[config.mk]
export PLATFORM = sky130hd
export DESIGN_NAME = add_and_or_unit64
export DESIGN_NICKNAME = d
export VERILOG_FILES = /design/src/rtl/add_and_or_unit64.sv
export SDC_FILE = /design/constraint.sdc
export NUM_CORES = 1
export LEC_CHECK = 0
export BUFFER_PORTS_ARGS = -buffer_cell sky130_fd_sc_hd__buf_2
export CORE_MARGIN = 4
export CORE_UTILIZATION = 45
export DETAILED_ROUTE_END_ITERATION = 7
export PLACE_DENSITY = 0.69
export SYNTH_ARGS = -nofsm -noshare
export SYNTH_HDL_FRONTEND = slang
export SYNTH_SLANG_ARGS = --single-unit
export TNS_END_PERCENT = 5
[constraint.sdc]
create_clock -name clk -period 1.2 [get_ports clk]
set_clock_uncertainty 0.05 [all_clocks]
set_input_delay 0 -clock clk [delete_from_list [all_inputs] [get_ports clk]]
set_output_delay 0 -clock clk [all_outputs]
set_load 0.05 [all_outputs]
[src/rtl/add_and_or_unit64.sv]
// add_and_or_unit64: registered 64-bit ADD/AND/OR slice for the execution stage.
// Three combinational sub-blocks share the same operands and a 2-bit opcode
// picks one of their results. A single output register stage adds one cycle
// of latency and carries valid, zero, carry and signed-overflow flags.

// ADD: 64-bit adder built from 16 cascaded 4-bit carry-lookahead groups.
// Inside each group the carries are looked ahead from generate/propagate.
// Between groups the carry ripples.
module ADD (
    input  logic [63:0] a,
    input  logic [63:0] b,
    input  logic        cin,
    output logic [63:0] sum,
    output logic        cout
);
    logic [16:0] grp_c;

    assign grp_c[0] = cin;

    genvar gi;
    generate
        for (gi = 0; gi < 16; gi++) begin : g_grp
            logic [3:0] g;
            logic [3:0] p;
            logic [4:0] c;

            assign g    = a[4*gi +: 4] & b[4*gi +: 4];
            assign p    = a[4*gi +: 4] ^ b[4*gi +: 4];
            assign c[0] = grp_c[gi];
            assign c[1] = g[0] | (p[0] & c[0]);
            assign c[2] = g[1] | (p[1] & g[0]) | (p[1] & p[0] & c[0]);
            assign c[3] = g[2] | (p[2] & g[1]) | (p[2] & p[1] & g[0])
                        | (p[2] & p[1] & p[0] & c[0]);
            assign c[4] = g[3] | (p[3] & g[2]) | (p[3] & p[2] & g[1])
                        | (p[3] & p[2] & p[1] & g[0])
                        | (p[3] & p[2] & p[1] & p[0] & c[0]);

            assign sum[4*gi +: 4] = p ^ c[3:0];
            assign grp_c[gi+1]    = c[4];
        end
    endgenerate

    assign cout = grp_c[16];
endmodule

// AND_64_bit: bitwise AND of the two operands.
module AND_64_bit (
    input  logic [63:0] a,
    input  logic [63:0] b,
    output logic [63:0] and_ab
);
    assign and_ab = a & b;
endmodule

// OR_64_bit: bitwise OR of the two operands.
module OR_64_bit (
    input  logic [63:0] a,
    input  logic [63:0] b,
    output logic [63:0] or_ab
);
    assign or_ab = a | b;
endmodule

module add_and_or_unit64 #(
    parameter int WIDTH = 64
) (
    input  logic             clk,
    input  logic             reset,
    input  logic             in_valid,
    input  logic [1:0]       op,
    input  logic [WIDTH-1:0] a,
    input  logic [WIDTH-1:0] b,
    input  logic             cin,
    output logic [WIDTH-1:0] result,
    output logic             cout,
    output logic             ovf,
    output logic             zero,
    output logic             out_valid
);
    localparam logic [1:0] OP_ADD = 2'b00;
    localparam logic [1:0] OP_AND = 2'b01;
    localparam logic [1:0] OP_OR  = 2'b10;

    logic signed [WIDTH-1:0] a_s_p0;
    logic signed [WIDTH-1:0] b_s_p0;
    logic signed [WIDTH-1:0] sum_p0;
    logic        [WIDTH-1:0] and_p0;
    logic        [WIDTH-1:0] or_p0;
    logic                    add_cout_p0;
    logic        [WIDTH-1:0] result_p0;
    logic                    cout_p0;
    logic                    ovf_p0;
    logic                    zero_p0;

    // Two's-complement overflow: like-signed operands giving an opposite-signed sum.
    function automatic logic add_ovf(input logic signed [WIDTH-1:0] x,
                                     input logic signed [WIDTH-1:0] y,
                                     input logic signed [WIDTH-1:0] s);
        return (x[WIDTH-1] == y[WIDTH-1]) && (s[WIDTH-1] != x[WIDTH-1]);
    endfunction

    assign a_s_p0 = a;
    assign b_s_p0 = b;

    ADD u_add (
        .a    (a),
        .b    (b),
        .cin  (cin),
        .sum  (sum_p0),
        .cout (add_cout_p0)
    );

    AND_64_bit u_and (
        .a      (a),
        .b      (b),
        .and_ab (and_p0)
    );

    OR_64_bit u_or (
        .a     (a),
        .b     (b),
        .or_ab (or_p0)
    );

    // Stage p0: select the result by opcode and derive the flags from it.
    always_comb begin
        result_p0 = '0;
        cout_p0   = 1'b0;
        ovf_p0    = 1'b0;
        case (op)
            OP_ADD: begin
                result_p0 = sum_p0;
                cout_p0   = add_cout_p0;
                ovf_p0    = add_ovf(a_s_p0, b_s_p0, sum_p0);
            end
            OP_AND:  result_p0 = and_p0;
            OP_OR:   result_p0 = or_p0;
            default: result_p0 = '0;
        endcase
        zero_p0 = (result_p0 == '0);
    end

    // Output register: capture on in_valid, otherwise hold data and drop out_valid.
    always_ff @(posedge clk or negedge reset) begin
        if (!reset) begin
            result    <= '0;
            cout      <= 1'b0;
            ovf       <= 1'b0;
            zero      <= 1'b1;
            out_valid <= 1'b0;
        end else begin
            out_valid <= in_valid;
            if (in_valid) begin
                result <= result_p0;
                cout   <= cout_p0;
                ovf    <= ovf_p0;
                zero   <= zero_p0;
            end
        end
    end
endmodule

==> flow_summary_export.csv, run 1 <==
group,metric,value,unit
worst_setup_path,crit_family,"compound AO/OA/AOI/OAI gates",
placement,finalWeightedCongestion,0.950,
global_route,grt_max_degree,69,
clock_tree,clkLatencyLatePin,340,ps
worst_setup_path,path_class,"input pin to flop",
routing,viasPerCell,5.54,
sta,maxSlewHeadroom,58.3,%
placement,pre_cts_ws,-4000,ps
sta,finalWorstSetupSlack,-3210,ps
clock_tree,cts_root_buffer,"clkbuf_16",
clock_tree,cts_tree,"done",
placement,dpl.cell_count,1753,
cells_and_area,syn_to_final_growth,66.0,%
synthesis,synth_top_area_cell,"dfrtp_1",
sta,fmax,227,MHz
synthesis,synth_area,8240,um2
hold_path,hold_end,"cout$_DFFE_PN0P_",
hold_path,worstHoldStart,"b[63]",
synthesis,ys_warn_count,0,
worst_setup_path,required,1420,ps
floorplan,die_x,143,um
sta,setup_viol,66,
synthesis,synth_cell_types,72,
worst_setup_path,crit_chain,"buf_6 -> inv_2 -> ha_4 -> a21o_1 -> a221o_1 -> o21ai_2 -> a21oi_4 -> a221o_1 -> o21ai_2 -> nand2b_1 -> fa_2 -> xor2_1 -> o21ai_1 -> o21ai_2 -> or4_4 -> nor4_4 -> nand4_1 -> a2111oi_4 -> nand4_1 -> nor4_2 -> nand3_1 -> o32ai_2",
synthesis,synth_edf_count,0,
synthesis,avgSynthCellArea,7.94,um2
pwr,p_leak,6.85,nW
status,status,"finished, violations left",
clock_tree,clkTransAtPathRegs,60,ps
pwr,p_per_area,929,nW/um2
routing,drt-pass1-iter-count,5,
worst_setup_path,cp-end-kind,"flop",
routing,drc,0,
synthesis,synth_area_leaders,"dfrtp_1 20%, ha_1 19%, inv_1 7.0%, a21oi_1 5.5%, nor2_1 4.5%",
hold_path,hold_class,"input pin to flop",
synthesis,synth_ff_type,"dfrtp_1",
cells_and_area,finish.utilization,76.2,%
global_route,grt_antenna_before_repair,2,
cells_and_area,instances_no_fill,1789,
clock_tree,htreeDepth,3,
run,drv_cap,0,
worst_setup_path,rr_endpoint,"result[46]$_DFFE_PN0P_",
worst_setup_path,critPathBufInv,2,
floorplan,ios,202,
sta,hold_ws,57.1,ps
hold_path,holdPathStages,4,
clock_tree,cts_buffer_depth,2,
global_route,globalRouteOverflowTotal,0,
sta,timing.final.crit_share,368,%
worst_setup_path,slowest_delay,560,ps
floorplan,die_h,143,um
worst_setup_path,rr_worst_depth,2,
synthesis,netlist_top_cells_count,"154 x inv_1, 128 x ha_1, 98 x nor2_1, 91 x a21oi_1, 67 x dfrtp_1",
worst_setup_path,crit_start,"a[33]",
global_route,grt_pass1_wl,48500,um
synthesis,ys_ff_latch,68,
worst_setup_path,crit_slowest_cell,"or4_4",
worst_setup_path,r2r_slack,280,ps
placement,place_hpwl,24400,um
synthesis,synthArstFlopShare,100,%
routing,drt-initial-drc-count,722,
clock_tree,numCtsBuffers,9,
sta,final_max_slew_viol_count,0,
synthesis,post-synth-top-count-cell,"inv_1",
worst_setup_path,crit_fanout,4,
worst_setup_path,r2r-start,"result[46]$_DFFE_PN0P_",
sta,period_needed,4410,ps
global_route,grt_pass1_vias,9687,
worst_setup_path,startpoint_type,"input pin",
synthesis,synth_top_area_share,20.3,%
pwr,ir_drop,0.000852,V
sta,tns,-77750,ps
cells_and_area,layout-drive-gt1-share,51.7,%
sta,hold_viol,0,
global_route,grt_util_all_layers,29.9,%
synthesis,ys_seq_area_share,20.7,%
routing,dr_total_vias,9916,
worst_setup_path,cp_data_arrival_time,4630,ps
worst_setup_path,cp_common_cell,"o21ai_2",
floorplan,floorplan.initialDensity,45.9,%
placement,port-buffer-count,201,
routing,wl,33000,um
floorplan,die_area,20500,um2
clock_tree,clock_sink_count,68,
floorplan,fp.coreArea,18000,um2
cells_and_area,finalNetCount,1832,
floorplan,rows,49,
routing,ant_nets,0,
status,violations,"negative setup slack",
sta,tightest_slew,619,ps
sta,rsz0062_at_grt,"yes",
routing,wire_per_inst,18.4,um
synthesis,synth_nets,1316,
synthesis,syn-instance-count,1038,
final cells by class:
class / instances / area [um2]
multi-input combinational: 777 / 7050
fill: 1192 / 4280
timing repair buffer: 544 / 3730
sequential: 68 / 1700
inverter: 154 / 606
tap: 229 / 287
clock buffer: 11 / 253
clock inverter: 5 / 60.1
antenna: 1 / 2.50
metrics by stage:
stage	power, mW	area (um2)
2_1_floorplan	6.21	8390
3_3_place_gp	8.78	12000
3_5_place_dp	8.89	12000
4_1_cts	12.3	13100
5_1_grt	13.3	13700
6_report	12.7	13700
registers in the layout, summed over array words and instances, names as in the netlist:
register / count
cout: 1
out_valid: 1
ovf: 1
result: 64
zero: 1
kinds of logic after synthesis:
logic type	Yosys count	synth area share, %
mux	27	3.63
compound gates	284	22.8
xor+xnor	35	3.72
fa+ha+maj	144	23.3
simple gates	287	16.9
buf+inv	193	8.95
flops	68	20.7
worst reg2reg max path, delay by kind of cell, from the launching register on:
| family | cells | cell delay, ps |
|---|---|---|
| DFF | 1 | 380 |
| and+or+nand+nor | 1 | 280 |
| AOI/OAI and AO/OA | 1 | 100 |
worst max path at each step:
stage,cells past startpoint,to
floorplan,21,zero$_DFFE_PN1P_
global placement,24,zero$_DFFE_PN1P_
detailed placement,23,zero$_DFFE_PN1P_
CTS,22,zero$_DFFE_PN1P_
global route,22,zero$_DFFE_PN1P_
finish,22,zero$_DFFE_PN1P_
power by group:
part	internal, mW	switching, mW
clock	1.73	1.17
sequential	2.60	0.182
combinational	3.00	4.04
total	7.33	5.38
cells in the final DEF (no fill, tap or decap), types with 7 or more instances in the layout:
cell type | netlist | layout
nor2_1 | 98 | 89
buf_2 | 11 | 186
inv_2 | 0 | 20
o21ai_0 | 62 | 25
o21ai_1 | 3 | 26
a211oi_2 | 2 | 7
fa_1 | 16 | 10
o21a_1 | 9 | 9
nand3_1 | 19 | 16
o21ai_2 | 2 | 14
buf_6 | 0 | 14
a21o_1 | 14 | 13
xnor2_1 | 15 | 12
dfrtp_1 | 67 | 67
mux2_2 | 23 | 22
o211ai_1 | 10 | 10
nand2b_1 | 11 | 11
ha_4 | 0 | 31
nor2_2 | 0 | 8
xor2_1 | 20 | 19
a21oi_1 | 91 | 66
a21oi_2 | 3 | 23
nand4_1 | 16 | 16
ha_1 | 128 | 92
and2_1 | 15 | 14
o32ai_2 | 1 | 12
inv_1 | 154 | 127
nor3_1 | 19 | 13
nand2_1 | 64 | 62
clkbuf_16 | 0 | 9
a31oi_1 | 12 | 7
a221oi_2 | 1 | 11
buf_4 | 0 | 337
metal layers:
| layer | vias up | share of wire [%] | GRT usage [%] |
|---|---|---|---|
| li1 | 4635 | - | - |
| met1 | 4706 | 40 | 38.3 |
| met2 | 471 | 48 | 49.8 |
| met3 | 100 | 8.6 | 5.62 |
| met4 | 4 | 3.8 | 12.3 |
| met5 | - | 0.064 | 0 |
timing repair:
action                                 4_1_cts  5_1_grt
pin swaps                                   68       41
buffers inserted                             8       11
hold buffers                                 1        0
endpoints found under the hold margin       68        0
setup endpoints to repair                   68       67
resized for setup                          162      110
(Power assumes the default switching activity.)
==> inputs of run 2 (changes only) <==
CORE_ASPECT_RATIO = 1.5   (was not set)
PLACE_DENSITY = 0.78   (was 0.69)
SYNTH_HIERARCHICAL = 1   (was not set)
==> run 2 against run 1 <==
Compared with the run above:
- the flow still finishes with violations (negative setup slack)
- sequential share of layout area rose by 2.3 points
- via count fell by 16%
- first-iteration DRC count fell by 38%
- sequential power barely moved
- synthesized cell count fell by 16%
- design area fell by 16%
- clock-buffer cell count did not move
- clock power fell by 12%
- wire length fell by 18%
- register-to-register slack improved by 30 ps
- area after synthesis fell by 8.7%
- core utilization fell by 5.7 points
==> flow_summary_export.csv, run 2 <==
group,metric,value,unit
status,status,"finished, violations left",
status,violations,"negative setup slack",
clock_tree,cts_buffer_depth,2,
synthesis,avgSynthCellArea,8.66,um2
routing,drt-initial-drc-count,448,
worst_setup_path,cp_data_arrival_time,3780,ps
cells_and_area,final_cell_mix,"228 x buf_4, 189 x buf_2, 92 x nor2_1",
sta,period_needed,3550,ps
placement,pre_cts_ws,-3160,ps
cells_and_area,layout-drive-gt1-share,46.8,%
synthesis,post-synth-top-count-cell,"a21oi_1",
floorplan,die_x,114,um
placement,port-buffer-count,201,
worst_setup_path,cp-end-kind,"flop",
hold_path,hold_class,"input pin to flop",
global_route,grt_max_degree,75,
clock_tree,cts_root_buffer,"clkbuf_16",
routing,wl,26900,um
routing,drt-pass1-iter-count,5,
global_route,grt_pass1_wl,43200,um
sta,fmax,281,MHz
synthesis,synth_cell_types,69,
cells_and_area,largest_reg_flops,64,
clock_tree,numCtsBuffers,9,
clock_tree,clock_sink_count,68,
routing,drc,0,
sta,rsz0062_at_grt,"yes",
synthesis,ys_seq_area_share,22.6,%
worst_setup_path,required,1430,ps
placement,place_hpwl,20800,um
sta,setup_viol,66,
sta,tightest_slew,575,ps
sta,finalWorstSetupSlack,-2350,ps
clock_tree,clkTransAtPathRegs,60,ps
routing,wire_per_inst,18.0,um
cells_and_area,final_common_cell,"buf_4",
clock_tree,cts_tree,"done",
sta,hold_viol,0,
pwr,p_leak,5.56,nW
sta,timing.final.crit_share,296,%
synthesis,ys_warn_count,6,
floorplan,floorplan.initialDensity,46.1,%
worst_setup_path,crit_fanout,3,
placement,finalWeightedCongestion,0.896,
sta,maxSlewHeadroom,61.7,%
global_route,grt_antenna_before_repair,5,
synthesis,synth_ff_type,"dfrtp_1",
synthesis,syn-instance-count,869,
pwr,p_per_area,1010,nW/um2
synthesis,synth_area,7530,um2
synthesis,netlist_top_cells_count,"107 x a21oi_1, 96 x nor2_1, 67 x dfrtp_1, 65 x and2_1",
floorplan,die_area,18900,um2
floorplan,rows,57,
floorplan,die_h,166,um
global_route,grt_pass1_vias,8946,
global_route,globalRouteOverflowTotal,0,
cells_and_area,finalNetCount,1496,
sta,final_max_slew_viol_count,0,
floorplan,fp.coreArea,16300,um2
cells_and_area,finish.utilization,70.5,%
synthesis,synth_edf_count,0,
synthesis,ys_ff_latch,68,
synthesis,synth_nets,1083,
global_route,grt_util_all_layers,28.0,%
routing,viasPerCell,5.55,
pwr,ir_drop,0.000824,V
clock_tree,htreeDepth,3,
clock_tree,clkLatencyLatePin,330,ps
worst_setup_path,path_class,"input pin to flop",
synthesis,synthArstFlopShare,100,%
floorplan,ios,202,
synthesis,synth_area_leaders,"dfrtp_1 22%, ha_1 11%, mux2i_1 8.5%, a21oi_1 7.1%, and2_1 5.4%",
worst_setup_path,startpoint_type,"input pin",
synthesis,synth_top_area_share,22.3,%
routing,ant_nets,0,
routing,dr_total_vias,8300,
synthesis,synth_top_area_cell,"dfrtp_1",
worst_setup_path,r2r_slack,310,ps
run,drv_cap,0,
cells_and_area,largest-register,"result",
cells_and_area,syn_to_final_growth,53.0,%
cells_and_area,n_fill_cell,1182,
==> run 2: cell count changes in the layout (fill, tap and decap cells not counted), moves of 12 or more <==
cell       before  now
a21oi_2        23   39
o21ai_1        26    6
mux2i_1         3   64
inv_2          20    1
ha_1           92   51
ha_4           31   13
buf_4         337  228
or2_1           0   64
nand2_1        62   14
inv_1         127   21
and2_1         14   65
o2bb2ai_1       0   13
o32ai_2        12    0
o21ai_0        25   10
==> run 2: kinds of logic after synthesis <==
family	Yosys count	share of synthesized area, %
xor gates and xnor gates	44	5.12
adders and majority gates	80	14.9
muxes	85	11.7
buffers and inverters	55	3.13
DFF	68	22.6
AOI/OAI and AO/OA	231	20.8
and+or+nand+nor	306	21.8
==> run 2: worst max-delay path, stage by stage <==
cell       delay (ps)
buf_8             100
ha_4              240
a211oi_4          220
o21ai_2           120
a221oi_4          350
o211ai_4          160
a21oi_4           170
inv_2              70
a221oi_4          300
o21bai_2          120
a21oi_2           180
inv_1              80
fa_2              420
mux2i_1           160
o2bb2ai_1         110
nor4_2            320
nand4_1           250
nor4_2            210
a32o_1            190
==> run 2: report_power, final <==
part	internal [mW]	switching, mW	total (mW)
clock network	1.46	1.08	2.54
registers	2.61	0.185	2.79
logic	2.66	3.60	6.26
==> run 2: per-layer routing <==
metal	wire length (um)	GRT usage, %
met2	14100	50.7
met1	9720	29.6
met3	1450	4.99
met5	26	0
met4	1640	16.6
==> run 2: final cells by class <==
type,count,area (um2),area share [%]
Clock buffer,11,243,2.11
Tap cell,206,258,2.24
Sequential cell,68,1700,14.8
Timing Repair Buffer,435,2950,25.6
Multi-Input combinational cell,746,6240,54.2
Antenna cell,3,7.51,0.0652
Inverter,22,82.6,0.717
Clock inverter,5,37.5,0.326
==> run 2: path summary, 6_finish.rpt <==
kind | start | to | depth (start not counted)
min in group asynchronous | reset | result[26]$_DFFE_PN0P_ | 2
hold reg to reg | result[52]$_DFFE_PN0P_ | result[52]$_DFFE_PN0P_ | 1
max in group asynchronous | reset | result[35]$_DFFE_PN0P_ | 3
setup / recovery | a[0] | zero$_DFFE_PN1P_ | 19
setup reg to reg | result[45]$_DFFE_PN0P_ | result[45]$_DFFE_PN0P_ | 1
hold / removal | in_valid | ovf$_DFFE_PN0P_ | 4
==> run 2: what timing repair did <==
action                                 CTS  global route
pin swaps                               31             7
endpoints found under the hold margin   68             0
buffers inserted                         4             2
resized for setup                      104            26
setup endpoints to repair               68            67
hold buffers                             1             0
==> run 2: metrics by stage <==
step                      instance area, um2  setup TNS [ps]  hold WS, ps  total power, mW  instances
after global routing                   11500          -95780         56.3             12.2       1496
final                                  11500          -86210         45.4             11.6       1496
after CTS                              11400          -83050         46.1             11.5       1491
after floorplan                         7630          -79970         -346             6.29        869
after global placement                 10600         -112810         -116             8.44       1470
after detailed placement               10600         -117520         -109             8.59       1470
